$ cat config.mk
export PLATFORM = sky130hd
export DESIGN_NAME = apb_irq_capture_flat
export DESIGN_NICKNAME = d
export VERILOG_FILES = /design/src/rtl/apb_irq_capture_pkg.sv /design/src/rtl/apb_irq_capture_if.sv /design/src/rtl/apb_irq_capture_chan.sv /design/src/rtl/apb_irq_capture.sv /design/src/flat_wrapper.sv
export SDC_FILE = /design/constraint.sdc
export NUM_CORES = 1
export LEC_CHECK = 0
export CAP_MARGIN = 10
export CORE_MARGIN = 1
export CORE_UTILIZATION = 44
export DETAILED_ROUTE_END_ITERATION = 7
export MAX_ROUTING_LAYER = met4
export PLACE_DENSITY = 0.81
export SYNTH_ARGS = -nofsm -noshare
export SYNTH_HDL_FRONTEND = slang
export SYNTH_SLANG_ARGS = --single-unit
$ cat constraint.sdc
create_clock -name pclk -period 1.9 [get_ports pclk]
set_clock_uncertainty 0.15 [all_clocks]
set_input_delay 0.475 -clock pclk [delete_from_list [all_inputs] [get_ports pclk]]
set_output_delay 0.475 -clock pclk [all_outputs]
set_load 0.02 [all_outputs]
$ cat src/rtl/apb_irq_capture_pkg.sv
// apb_irq_pkg: shared types and register map for the APB interrupt capture front end.
package apb_irq_pkg;

  typedef enum logic [1:0] {
    MODE_LEVEL = 2'b00,
    MODE_RISE  = 2'b01,
    MODE_FALL  = 2'b10,
    MODE_BOTH  = 2'b11
  } irq_mode_t;

  localparam logic [3:0] ADDR_MODE = 4'h0;
  localparam logic [3:0] ADDR_PEND = 4'h4;
  localparam logic [3:0] ADDR_RAW  = 4'h8;

endpackage

$ cat src/rtl/apb_irq_capture_if.sv
// apb_irq_capture_if: APB slave bus bundle for the interrupt capture block.
interface apb_irq_capture_if;
  logic [3:0]  paddr;
  logic        psel;
  logic        penable;
  logic        pwrite;
  logic [31:0] pwdata;
  logic [31:0] prdata;
  logic        pready;
  logic        pslverr;

  modport master (
    output paddr, psel, penable, pwrite, pwdata,
    input  prdata, pready, pslverr
  );

  modport slave (
    input  paddr, psel, penable, pwrite, pwdata,
    output prdata, pready, pslverr
  );
endinterface

$ cat src/rtl/apb_irq_capture_chan.sv
// irq_capture_chan: one interrupt source -- synchroniser, optional debounce
// filter (IRQ_CAPTURE_DEBOUNCE_EN), edge detect and sticky pending flop.
module irq_capture_chan
  import apb_irq_pkg::*;
#(
  parameter int unsigned SYNC_STAGES = 2,
  parameter int unsigned DEB_CYCLES  = 4
) (
  input  logic      pclk,
  input  logic      reset_n,
  input  logic      enable,
  input  logic      irq_pin,
  input  irq_mode_t mode,
  input  logic      mode_clr,
  input  logic      w1c,
  output logic      raw,
  output logic      irq_req
);

  logic [SYNC_STAGES-1:0] sync_q, sync_d;
  logic sync_out, s;
  logic prev_q, prev_d;
  logic pend_q, pend_d;
  logic rise, fall, edge_hit;

  // Synchroniser shift chain, frozen while enable is low
  always_comb begin
    sync_d = sync_q;
    if (enable) sync_d = {sync_q[SYNC_STAGES-2:0], irq_pin};
  end

  assign sync_out = sync_q[SYNC_STAGES-1];

`ifdef IRQ_CAPTURE_DEBOUNCE_EN
  localparam int unsigned CW = $clog2(DEB_CYCLES + 1);
  logic [CW-1:0] cnt_q, cnt_d;
  logic          filt_q, filt_d;

  // Filtered value follows the input only after DEB_CYCLES consecutive differing samples
  always_comb begin
    cnt_d  = cnt_q;
    filt_d = filt_q;
    if (enable) begin
      if (sync_out == filt_q) begin
        cnt_d = '0;
      end else if (cnt_q == CW'(DEB_CYCLES - 1)) begin
        filt_d = sync_out;
        cnt_d  = '0;
      end else begin
        cnt_d = cnt_q + CW'(1);
      end
    end
  end

  // Debounce state registers
  always_ff @(posedge pclk or negedge reset_n) begin
    if (!reset_n) begin
      cnt_q  <= '0;
      filt_q <= 1'b0;
    end else begin
      cnt_q  <= cnt_d;
      filt_q <= filt_d;
    end
  end

  assign s = filt_q;
`else
  localparam int unsigned unused_deb_cycles = DEB_CYCLES;
  assign s = sync_out;
`endif

  assign rise = s & ~prev_q;
  assign fall = ~s & prev_q;

  // Edge selection, history tracking and pending set/clear priority
  always_comb begin
    edge_hit = 1'b0;
    unique case (mode)
      MODE_RISE:  edge_hit = rise;
      MODE_FALL:  edge_hit = fall;
      MODE_BOTH:  edge_hit = rise | fall;
      default:    edge_hit = 1'b0;
    endcase

    prev_d = prev_q;
    pend_d = pend_q;
    if (enable) begin
      prev_d = s;
      // Mode change discards both the old pending state and any edge this cycle;
      // otherwise a fresh edge beats a concurrent write-1-to-clear.
      if (mode_clr)                      pend_d = 1'b0;
      else if (edge_hit)                 pend_d = 1'b1;
      else if (w1c && mode != MODE_LEVEL) pend_d = 1'b0;
    end
  end

  // Channel state registers
  always_ff @(posedge pclk or negedge reset_n) begin
    if (!reset_n) begin
      sync_q <= '0;
      prev_q <= 1'b0;
      pend_q <= 1'b0;
    end else begin
      sync_q <= sync_d;
      prev_q <= prev_d;
      pend_q <= pend_d;
    end
  end

  assign raw     = s;
  assign irq_req = (mode == MODE_LEVEL) ? s : pend_q;

endmodule

$ cat src/rtl/apb_irq_capture.sv
// apb_irq_capture: APB-programmable interrupt capture front end. Holds the MODE
// register and APB decode; per-source logic lives in irq_capture_chan.
// Optional debounce filter enabled by defining IRQ_CAPTURE_DEBOUNCE_EN.
module apb_irq_capture
  import apb_irq_pkg::*;
#(
  parameter int unsigned NIRQ        = 4,
  parameter int unsigned SYNC_STAGES = 2,
  parameter int unsigned DEB_CYCLES  = 4
) (
  input  logic                    pclk,
  input  logic                    reset_n,
  input  logic                    enable,
  apb_irq_capture_if.slave        apb,
  input  logic [NIRQ-1:0]         irq_in,
  output logic [NIRQ-1:0]         irq_request
);

  logic [2*NIRQ-1:0] mode_q, mode_d;
  logic [31:0]       prdata_q, prdata_d;
  logic [NIRQ-1:0]   mode_clr, w1c, raw;
  logic [3:0]        addr_w;
  logic              wr_en, rd_en;
  logic              unused_bits;

  assign addr_w = {apb.paddr[3:2], 2'b00};
  assign wr_en  = apb.psel & apb.penable & apb.pwrite & enable;
  assign rd_en  = apb.psel & ~apb.pwrite & enable;
  assign unused_bits = ^{apb.paddr[1:0], apb.pwdata};

  // MODE register write, per-source mode-change strobes and W1C strobes
  always_comb begin
    mode_d   = mode_q;
    mode_clr = '0;
    w1c      = '0;
    if (wr_en && addr_w == ADDR_MODE) begin
      mode_d = apb.pwdata[2*NIRQ-1:0];
      for (int unsigned i = 0; i < NIRQ; i++)
        mode_clr[i] = (apb.pwdata[2*i +: 2] != mode_q[2*i +: 2]);
    end
    if (wr_en && addr_w == ADDR_PEND) w1c = apb.pwdata[NIRQ-1:0];
  end

  // Registered read data; zero whenever no read is in progress
  always_comb begin
    prdata_d = prdata_q;
    if (enable) begin
      prdata_d = '0;
      if (rd_en) begin
        unique case (addr_w)
          ADDR_MODE: prdata_d[2*NIRQ-1:0] = mode_q;
          ADDR_PEND: prdata_d[NIRQ-1:0]   = irq_request;
          ADDR_RAW:  prdata_d[NIRQ-1:0]   = raw;
          default:   prdata_d = '0;
        endcase
      end
    end
  end

  // Top-level registers
  always_ff @(posedge pclk or negedge reset_n) begin
    if (!reset_n) begin
      mode_q   <= '0;
      prdata_q <= '0;
    end else begin
      mode_q   <= mode_d;
      prdata_q <= prdata_d;
    end
  end

  assign apb.prdata  = prdata_q;
  assign apb.pready  = 1'b1;
  assign apb.pslverr = 1'b0;

  for (genvar g = 0; g < NIRQ; g++) begin : g_chan
    irq_capture_chan #(
      .SYNC_STAGES (SYNC_STAGES),
      .DEB_CYCLES  (DEB_CYCLES)
    ) u_chan (
      .pclk     (pclk),
      .reset_n  (reset_n),
      .enable   (enable),
      .irq_pin  (irq_in[g]),
      .mode     (irq_mode_t'(mode_q[2*g +: 2])),
      .mode_clr (mode_clr[g]),
      .w1c      (w1c[g]),
      .raw      (raw[g]),
      .irq_req  (irq_request[g])
    );
  end

endmodule

$ cat src/flat_wrapper.sv
// flat-port wrapper written by rule: the top's interface ports become plain ports
module apb_irq_capture_flat import apb_irq_pkg::*;
#(
  parameter int unsigned NIRQ        = 4,
  parameter int unsigned SYNC_STAGES = 2,
  parameter int unsigned DEB_CYCLES  = 4
)
  (pclk, reset_n, enable, irq_in, irq_request, apb_paddr, apb_psel, apb_penable, apb_pwrite, apb_pwdata, apb_prdata, apb_pready, apb_pslverr);
  apb_irq_capture_if apb_i ();
  input  logic pclk;
  input  logic reset_n;
  input  logic enable;
  input  logic [NIRQ-1:0] irq_in;
  output logic [NIRQ-1:0] irq_request;
  input wire logic [$bits(apb_i.paddr)-1:0] apb_paddr;
  input wire logic [$bits(apb_i.psel)-1:0] apb_psel;
  input wire logic [$bits(apb_i.penable)-1:0] apb_penable;
  input wire logic [$bits(apb_i.pwrite)-1:0] apb_pwrite;
  input wire logic [$bits(apb_i.pwdata)-1:0] apb_pwdata;
  output wire logic [$bits(apb_i.prdata)-1:0] apb_prdata;
  output wire logic [$bits(apb_i.pready)-1:0] apb_pready;
  output wire logic [$bits(apb_i.pslverr)-1:0] apb_pslverr;
  assign apb_i.paddr = apb_paddr;
  assign apb_i.psel = apb_psel;
  assign apb_i.penable = apb_penable;
  assign apb_i.pwrite = apb_pwrite;
  assign apb_i.pwdata = apb_pwdata;
  assign apb_prdata = apb_i.prdata;
  assign apb_pready = apb_i.pready;
  assign apb_pslverr = apb_i.pslverr;
  apb_irq_capture #(.NIRQ(NIRQ), .SYNC_STAGES(SYNC_STAGES), .DEB_CYCLES(DEB_CYCLES)) u_core (.pclk(pclk), .reset_n(reset_n), .enable(enable), .apb(apb_i), .irq_in(irq_in), .irq_request(irq_request));
endmodule
After elaboration in Yosys (flattened, before gate mapping)
Index checks and enable logic that the tools add are counted.
{ "op_classes": {"multipliers": 0, "n_reduce_logical": 23, "eq_ne": 18, "div": 0, "muxes": 25, "n_shift": 0, "n_lt_le_gt_ge": 0, "bitwise_logic": 26, "add_sub_neg": 0} }
{ "op_table": {"columns": ["op", "count"], "rows": [
  ["$eq 2x2->1 const B", 9],
  ["$mux 1", 16],
  ["$and 1x1->1", 13],
  ["$mux 4", 3],
  ["$pmux 1 s3", 4],
  ["$pmux 4 s3", 1],
  ["$reduce_bool 3->1", 4],
  ["$eq 2x1->1 const B", 5],
  ["$not 1->1", 9],
  ["$logic_not 2->1", 4],
  ["$mux 8", 1],
  ["$ne 2x2->1", 4],
  ["$reduce_and 2->1", 4],
  ["$reduce_bool 2->1", 4],
  ["$logic_and 1x1->1", 6],
  ["$logic_not 4->1", 1],
  ["$or 1x1->1", 4]
]} }
{ "word_totals": {"latch_bits": 0, "out_inout_bits": 38, "mem_count": 0, "input_bits": 46, "ff_bits": 56, "mem_bits_ro": 0, "ramBits": 0} }

Depth between registers and ports, before layout
Gate-level depths: netlist of the first run.
{ "depth": {"ltp_word": 9, "ltp_mapped": 6, "depth_no_buf": 6} }

By module
From an unflattened synthesis of the first run, not the netlist that was laid out.
{ "unflattened": {"cells_unflattened": 187, "area_unflattened_um2": 1984.4} }
{ "modules_own_cells": {"columns": ["mod", "area_each_um2", "instances", "cells_per_inst"], "rows": [
  ["apb_irq_capture", 1056.0, 1, 95],
  ["irq_capture_chan (u_core.g_chan[0].u_chan ...)", 234.0, 2, 23],
  ["irq_capture_chan (u_core.g_chan[2].u_chan ...)", 230.2, 2, 23]
]} }

Least setup slack after synthesis of the first run
OpenSTA, ideal clock, no wires.
{ "synth_timing": {"path_kind": "register -> output", "start": "reg u_core.mode_q[1]", "end": "out irq_request[0]", "required_ns": 1.275, "arrival_time_ns": 1.099, "stages_incl_launch_ff": 5, "slack_ns": 0.176, "n_path_buf": 2, "cell_sequence": "dfrtp_1 > buf_2 > nor2_1 > mux2_2 > buf_4"} }
{ "synth_via": {"elab_chain_cells": 2} }
{ "synth_lines": {"columns": ["item", "line", "text"], "rows": [
  ["start, declared", "apb_irq_capture.sv:19", "logic [2*NIRQ-1:0] mode_q, mode_d;"],
  ["start signal, assigned", "apb_irq_capture.sv:66", "mode_q <= mode_d;"],
  ["$logic_not 2->1", "apb_irq_capture_chan.sv:111", "assign irq_req = (mode == MODE_LEVEL) ? s : pend_q;"],
  ["$mux 1", "apb_irq_capture_chan.sv:111", null],
  ["end, declared", "flat_wrapper.sv:14", "output logic [NIRQ-1:0] irq_request;"]
]} }
Every way passes these cells.

Final worst setup path of the first run
{ "layout_timing": {"start": "reg u_core.mode_q[0]", "end": "out irq_request[0]"} }
Same word-level chain as after synthesis.

==> flow_summary.json, run 1 <==
{
  "cp_top_family": "flip-flops",
  "async_reset_ff_frac": 1.000,
  "num_io_pins": 84,
  "critPathMaxStageDelay_ns": 0.39,
  "netlist_instances": 219,
  "die-area_mm2": 0.005113,
  "seq_area_frac_synth": 0.3767,
  "grt_util_met2": 0.2815,
  "cp.required_ns": 1.27,
  "final_common_cell": "dfrtp_1",
  "min_from": "u_core.g_chan[0].u_chan.sync_q[0]",
  "syn_area_mm2": 0.002126,
  "final_hold_viol_count": 0,
  "ys.flop_type": "dfrtp_1",
  "cts_max_level": 2,
  "grt_pass1_vias": 1498,
  "worstSetupPathType": "reg -> out",
  "insertedDiodeCount": 0,
  "critPathCaptureType": "output pin",
  "drt_first_pass_iters": 4,
  "startpoint": "u_core.mode_q[0]",
  "row_count": 24,
  "synthAdderAreaFrac": 0.04709,
  "synth_xor_area_frac": 0.03296,
  "pwr-share-seq": 0.362,
  "ir_worst_vdd_mv": 0.6050,
  "stdcell_area_mm2": 0.002706,
  "crit_fanout": 2,
  "yosys.area_share.simple": 0.1489,
  "drcViolationCount": 0,
  "fp.dieW_um": 71.51,
  "cts_tree": "built",
  "layout-drive-gt1-share": 0.2545,
  "clockPowerShare": 0.278,
  "clock_sinks": 32,
  "p_leak_uw": 0.001396,
  "drt-initial-drc-count": 86,
  "rsz0062_at_grt": "true",
  "mostFrequentLayoutCells": "dfrtp_1, buf_4, conb_1, nand2_1, inv_1",
  "power.density_mw_per_mm2": 860.5,
  "p_comb_frac": 0.359,
  "core_mm2": 0.004504,
  "yosysUniqueCellTypes": 40,
  "p_sw_frac": 0.3111,
  "place_worst_setup_slack_ns": -0.2504,
  "clk_latency_ns": 0.29,
  "synth_compound_area_frac": 0.1212,
  "r2r-start": "u_core.g_chan[3].u_chan.sync_q[1]",
  "cp.arrival_ns": 1.26,
  "synth_top_family_by_area": "buffers and inverters",
  "drv_slew": 0,
  "grt_overflow": 0,
  "cts.clk_slew.worst_paths_ns": 0.06,
  "grt_most_used_layer": "met2",
  "place.gp.congestion": 0.8323,
  "wl_per_cell_um": 12.76,
  "nNetsFinal": 328,
  "grt_max_degree": 33,
  "yosys_register_bits": 32,
  "grt_usage": 0.1820,
  "dp_hpwl_um": 3047,
  "vias": 1624,
  "grtUsageMet3": 0.05767,
  "grt_first_pass_wirelength_um": 6865,
  "antenna_found_initial": 0,
  "cp_cell_sequence": "nor2_2, mux2_4, buf_6",
  "clock-root-buffer": "clkbuf_8",
  "intPower_uw": 1604,
  "area_delta_synth_final_pct": 27.31,
  "clk_path_buf_depth": 2,
  "min_period_ns": 1.884,
  "cts_inserted_buffers": 5,
  "place_area_mm2": 0.002542,
  "io_buffers": 31,
  "power.switching_uw": 724.4,
  "ant_nets": 0,
  "fin_crit_sh": 0.9915,
  "layout_setup_ws_ns": 0.01606,
  "via_per_inst": 4.966,
  "slowest_stage": "dfrtp_1",
  "start_util": 0.4719,
  "synth.area.mux_share": 0.09535,
  "fmax_ghz": 0.5308,
  "yosys_warnings": 0,
  "met1_usage": 0.2214,
  "avgSynthCellArea_um2": 9.707,
  "postRouteWirelength_um": 4171,
  "worst_hold_slack_ns": 0.3276,
  "synth-edff-count": 0,
  "die_y_um": 71.51,
  "post-route-util": 0.6008,
  "status": "finished clean",
  "max-cap-violations": 0,
  "hp-class": "reg -> reg",
  "finalSetupViolCount": 0,
  "path_buf_inv": 1,
  "power.total_uw": 2329,
  "worst_setup_path_start_kind": "flop"
}
==> state kept, by name, indices dropped and copies added, names as in the netlist <==
signal and count:
u_core.apb.prdata 8, u_core.g_chan.u_chan.sync_q 8, u_core.mode_q 8, u_core.g_chan.u_chan.pend_q 4, u_core.g_chan.u_chan.prev_q 4
==> power groups by stage <==
stage / Combinational, uW / Sequential (uW) / Clock, uW
4_1_cts: 827 / 841 / 669
3_3_place_gp: 811 / 846 / 0
2_1_floorplan: 563 / 860 / 0
5_1_grt: 918 / 857 / 704
3_5_place_dp: 834 / 851 / 0
6_report: 837 / 844 / 648
==> final cells by class <==
cell class,instances,area [um^2]
Fill cell,397,1798
Multi-Input combinational cell,151,1059
Sequential cell,32,800.8
Timing Repair Buffer,65,603.1
Clock buffer,6,72.57
Inverter,19,71.32
Tap cell,52,65.06
Clock inverter,2,35.03
==> Yosys cell counts, drive strengths merged, types with 3 or more instances <==
cell type | instances | share of area
mux2 | 13 | 0.081
a221oi | 3 | 0.018
a21boi | 3 | 0.011
xnor2 | 8 | 0.033
nand2 | 23 | 0.041
inv | 19 | 0.034
nor2 | 6 | 0.011
dfrtp | 32 | 0.38
mux2i | 3 | 0.014
a41o | 3 | 0.014
buf | 37 | 0.13
nor3b | 8 | 0.031
ha | 8 | 0.047
clkbuf | 4 | 0.0071
nand2b | 8 | 0.027
o21ai | 17 | 0.040
a31oi | 4 | 0.012
o22ai | 3 | 0.0088
==> layer usage <==
metal	vias up	wire [um]	share of wire
li1	783	-	-
met1	785	1834	0.44
met2	48	2031	0.49
met3	8	225	0.054
met4	0	79	0.019
met5	-	0	0
==> tightest hold or removal path: stages, from the launching register on <==
cell	delay, ns
dfrtp_1	0.34
nand2_1	0.05
o21ai_0	0.06
==> worst paths after layout <==
path	endpoint	slack, ns	cells after the start
max	irq_request[0]	0.02	3
min	u_core.g_chan[0].u_chan.sync_q[1]	0.33	2
max reg2reg	u_core.g_chan[3].u_chan.pend_q	0.14	7
min reg2reg	u_core.g_chan[0].u_chan.sync_q[1]	0.33	2
max in group asynchronous	u_core.mode_q[2]	1.03	2
min in group asynchronous	u_core.mode_q[4]	0.40	2
==> per-stage QoR <==
step	instances	setup TNS, ns
after global placement	315	-4.408
after detailed placement	315	-4.422
after CTS	323	-0.01377
after global routing	327	-0.09137
final	327	0
after floorplan	243	0
==> kinds of logic after synthesis <==
logic type | after synthesis
buffers and inverters | 60
and+or+nand+nor | 55
AOI/OAI and AO/OA | 38
DFF | 32
muxes | 16
adders and majority gates | 8
xor gates and xnor gates | 8
other | 2
==> timing repair <==
action,4_1_cts,5_1_grt
setup endpoints to repair,5,20
hold buffers,0,0
pin swaps,1,2
resized for setup,25,17
buffers inserted,0,4
Note: power is estimated with default switching activity, not from simulation.
==> inputs of run 2 (changes only) <==
- SLEW_MARGIN: unset -> 20
==> results of run 2 <==
No change in the layout: final DEF, timing and power equal those of run 1.
==> inputs of run 3 (changes only) <==
- CORE_UTILIZATION: 44 -> 43
- SYNTH_HIERARCHICAL: unset -> 1
==> run 3 against run 2 <==
  * Setup slack gained 0.017 ns
  * Sequential share of layout area decreased by 0.97 points
  * Power is 1.8% higher
  * Routed wire length increased by 11%
  * Synthesized area is 6.7% lower
  * Sequential power up 1%
  * Sequential cell count stayed put
  * Combinational power rose by 16%
  * Core utilization increased by 3.7 points
  * Largest power group is now combinational cells
  * Cell count decreased by 1.2%
  * Largest cell class unchanged
==> flow_summary.json, run 3 <==
{
  "p_sw_frac": 0.3341,
  "syn_area_mm2": 0.001984,
  "layout-drive-gt1-share": 0.3542,
  "drt-initial-drc-count": 96,
  "fmax_ghz": 0.5357,
  "drv_slew": 0,
  "ant_nets": 0,
  "netlist_instances": 187,
  "grt_max_degree": 33,
  "start_util": 0.4526,
  "yosysTopAreaCell": "dfrtp_1",
  "num_io_pins": 84,
  "intPower_uw": 1578,
  "synth_most_common_cell": "dfrtp_1",
  "p_comb_frac": 0.409,
  "pwr-share-seq": 0.361,
  "hp-class": "reg -> reg",
  "drt_first_pass_iters": 6,
  "power.total_uw": 2370,
  "cts_max_level": 2,
  "ir_worst_vdd_mv": 0.4267,
  "antenna_found_initial": 0,
  "synth-edff-count": 0,
  "async_reset_ff_frac": 1.000,
  "clk_path_buf_depth": 2,
  "row_count": 24,
  "yosys_warnings": 6,
  "clock-root-buffer": "clkbuf_8",
  "avgSynthCellArea_um2": 10.61,
  "mostFrequentLayoutCells": "buf_4, dfrtp_1, conb_1, clkdlybuf4s50_1, nand2_1",
  "cp.required_ns": 1.27,
  "area_delta_synth_final_pct": 40.98,
  "clockPowerShare": 0.229,
  "cp.arrival_ns": 1.24,
  "stdcell_area_mm2": 0.002798,
  "insertedDiodeCount": 0,
  "final_common_cell": "buf_4",
  "grt_overflow": 0,
  "yosys_register_bits": 32,
  "cts_inserted_buffers": 5,
  "synth.area.top_cells": "dfrtp_1, buf_4, mux2_2",
  "ys.flop_type": "dfrtp_1",
  "cts.clk_slew.worst_paths_ns": 0.07,
  "p_leak_uw": 0.001391,
  "yosysUniqueCellTypes": 38,
  "io_buffers": 31,
  "finalSetupViolCount": 0,
  "worst_setup_path_start_kind": "flop",
  "die_y_um": 69.93,
  "cts_tree": "built",
  "via_per_inst": 5.046,
  "drcViolationCount": 0,
  "power.switching_uw": 791.7,
  "dp_hpwl_um": 3263,
  "synthTopCellsByCount": "dfrtp_1, buf_4, o21ai_0",
  "core_mm2": 0.004384,
  "power.density_mw_per_mm2": 847.0,
  "die-area_mm2": 0.004890,
  "max-cap-violations": 0,
  "place_area_mm2": 0.002585,
  "grt_usage": 0.2002,
  "place.gp.congestion": 0.8537,
  "worstSetupPathType": "reg -> out",
  "postRouteWirelength_um": 4639,
  "nNetsFinal": 324,
  "vias": 1630,
  "fp.dieW_um": 69.93,
  "holdBufCountCts": 0,
  "critPathCaptureType": "output pin",
  "fin_crit_sh": 0.9825,
  "min_period_ns": 1.867,
  "final_hold_viol_count": 0,
  "clk_latency_ns": 0.29,
  "seq_area_frac_synth": 0.4035,
  "grt_first_pass_wirelength_um": 7396,
  "status": "finished clean",
  "grt_pass1_vias": 1655,
  "clock_sinks": 32,
  "yosysTopAreaCellShare": 0.4035,
  "crit_fanout": 3,
  "wl_per_cell_um": 14.36
}
[run 3: final cells by class]
cell class	instances	area, um^2
Fill cell	343	1587
Multi-Input combinational cell	142	1136
Sequential cell	32	800.8
Timing Repair Buffer	80	671.9
Clock buffer	8	90.09
Tap cell	52	65.06
Inverter	9	33.78
[run 3: logic make-up after synthesis]
family          Yosys count  share of synthesized area
fa+ha+maj                 8                    0.05044
simple gates             37                     0.1280
buf+inv                  37                     0.1267
flops                    32                     0.4035
compound gates           47                     0.1620
other cells               2                   0.003785
xor+xnor                  8                    0.03531
mux                      16                    0.09016
[run 3: repair_timing]
action                                  4_1_cts  5_1_grt
setup buffers                                 1        4
resized for setup                            41       27
pin swaps                                     4        4
endpoints found under the setup margin       17       12
[run 3: critical path, cell delays in order, from the launching register on]
cell	delay, ns
dfrtp_1	0.40
buf_4	0.16
o21ai_4	0.17
o31ai_4	0.10
buf_6	0.14
[run 3: power groups by stage]
stage	clock, uW	sequential, uW	combinational [uW]
after floorplan	0	882	445
after global placement	0	842	841
after detailed placement	0	848	860
after CTS	555	839	844
after global routing	591	865	1040
final	544	856	970
[run 3: metal layers]
layer  vias up  share of wire  GRT usage
li1        782              -          -
met1       797           0.41     0.2265
met2        43           0.52     0.3419
met3         8          0.042    0.04329
met4         0          0.021    0.08444
met5         -              0          -
[run 3: per-stage QoR]
step	setup TNS (ns)	cells	setup WS (ns)	hold WS (ns)	util
4_1_cts	0	319	0.0002360	0.3351	0.6119
3_3_place_gp	-8.195	310	-0.6225	0.3102	0.5896
5_1_grt	-0.01171	323	-0.009622	0.3674	0.6381
6_report	0	323	0.03331	0.3314	0.6381
2_1_floorplan	-0.07812	211	-0.03906	0.02941	-
3_5_place_dp	-8.501	310	-0.6504	0.3195	0.5896
[run 3: path summary, 6_finish.rpt]
check / start / slack [ns] / endpoint / cells after the start
worst max-delay path: u_core/mode_q[4] / 0.03 / irq_request[2] / 4
worst min-delay path: u_core/g_chan[0].u_chan/sync_q[0] / 0.33 / u_core/g_chan[0].u_chan/sync_q[1] / 2
worst max register to register: u_core/mode_q[1] / 0.05 / u_core/g_chan[0].u_chan/pend_q / 7
worst min register to register: u_core/g_chan[0].u_chan/sync_q[0] / 0.33 / u_core/g_chan[0].u_chan/sync_q[1] / 2
max in group asynchronous: reset_n / 0.85 / u_core/mode_q[2] / 2
min in group asynchronous: reset_n / 0.44 / u_core/mode_q[1] / 2
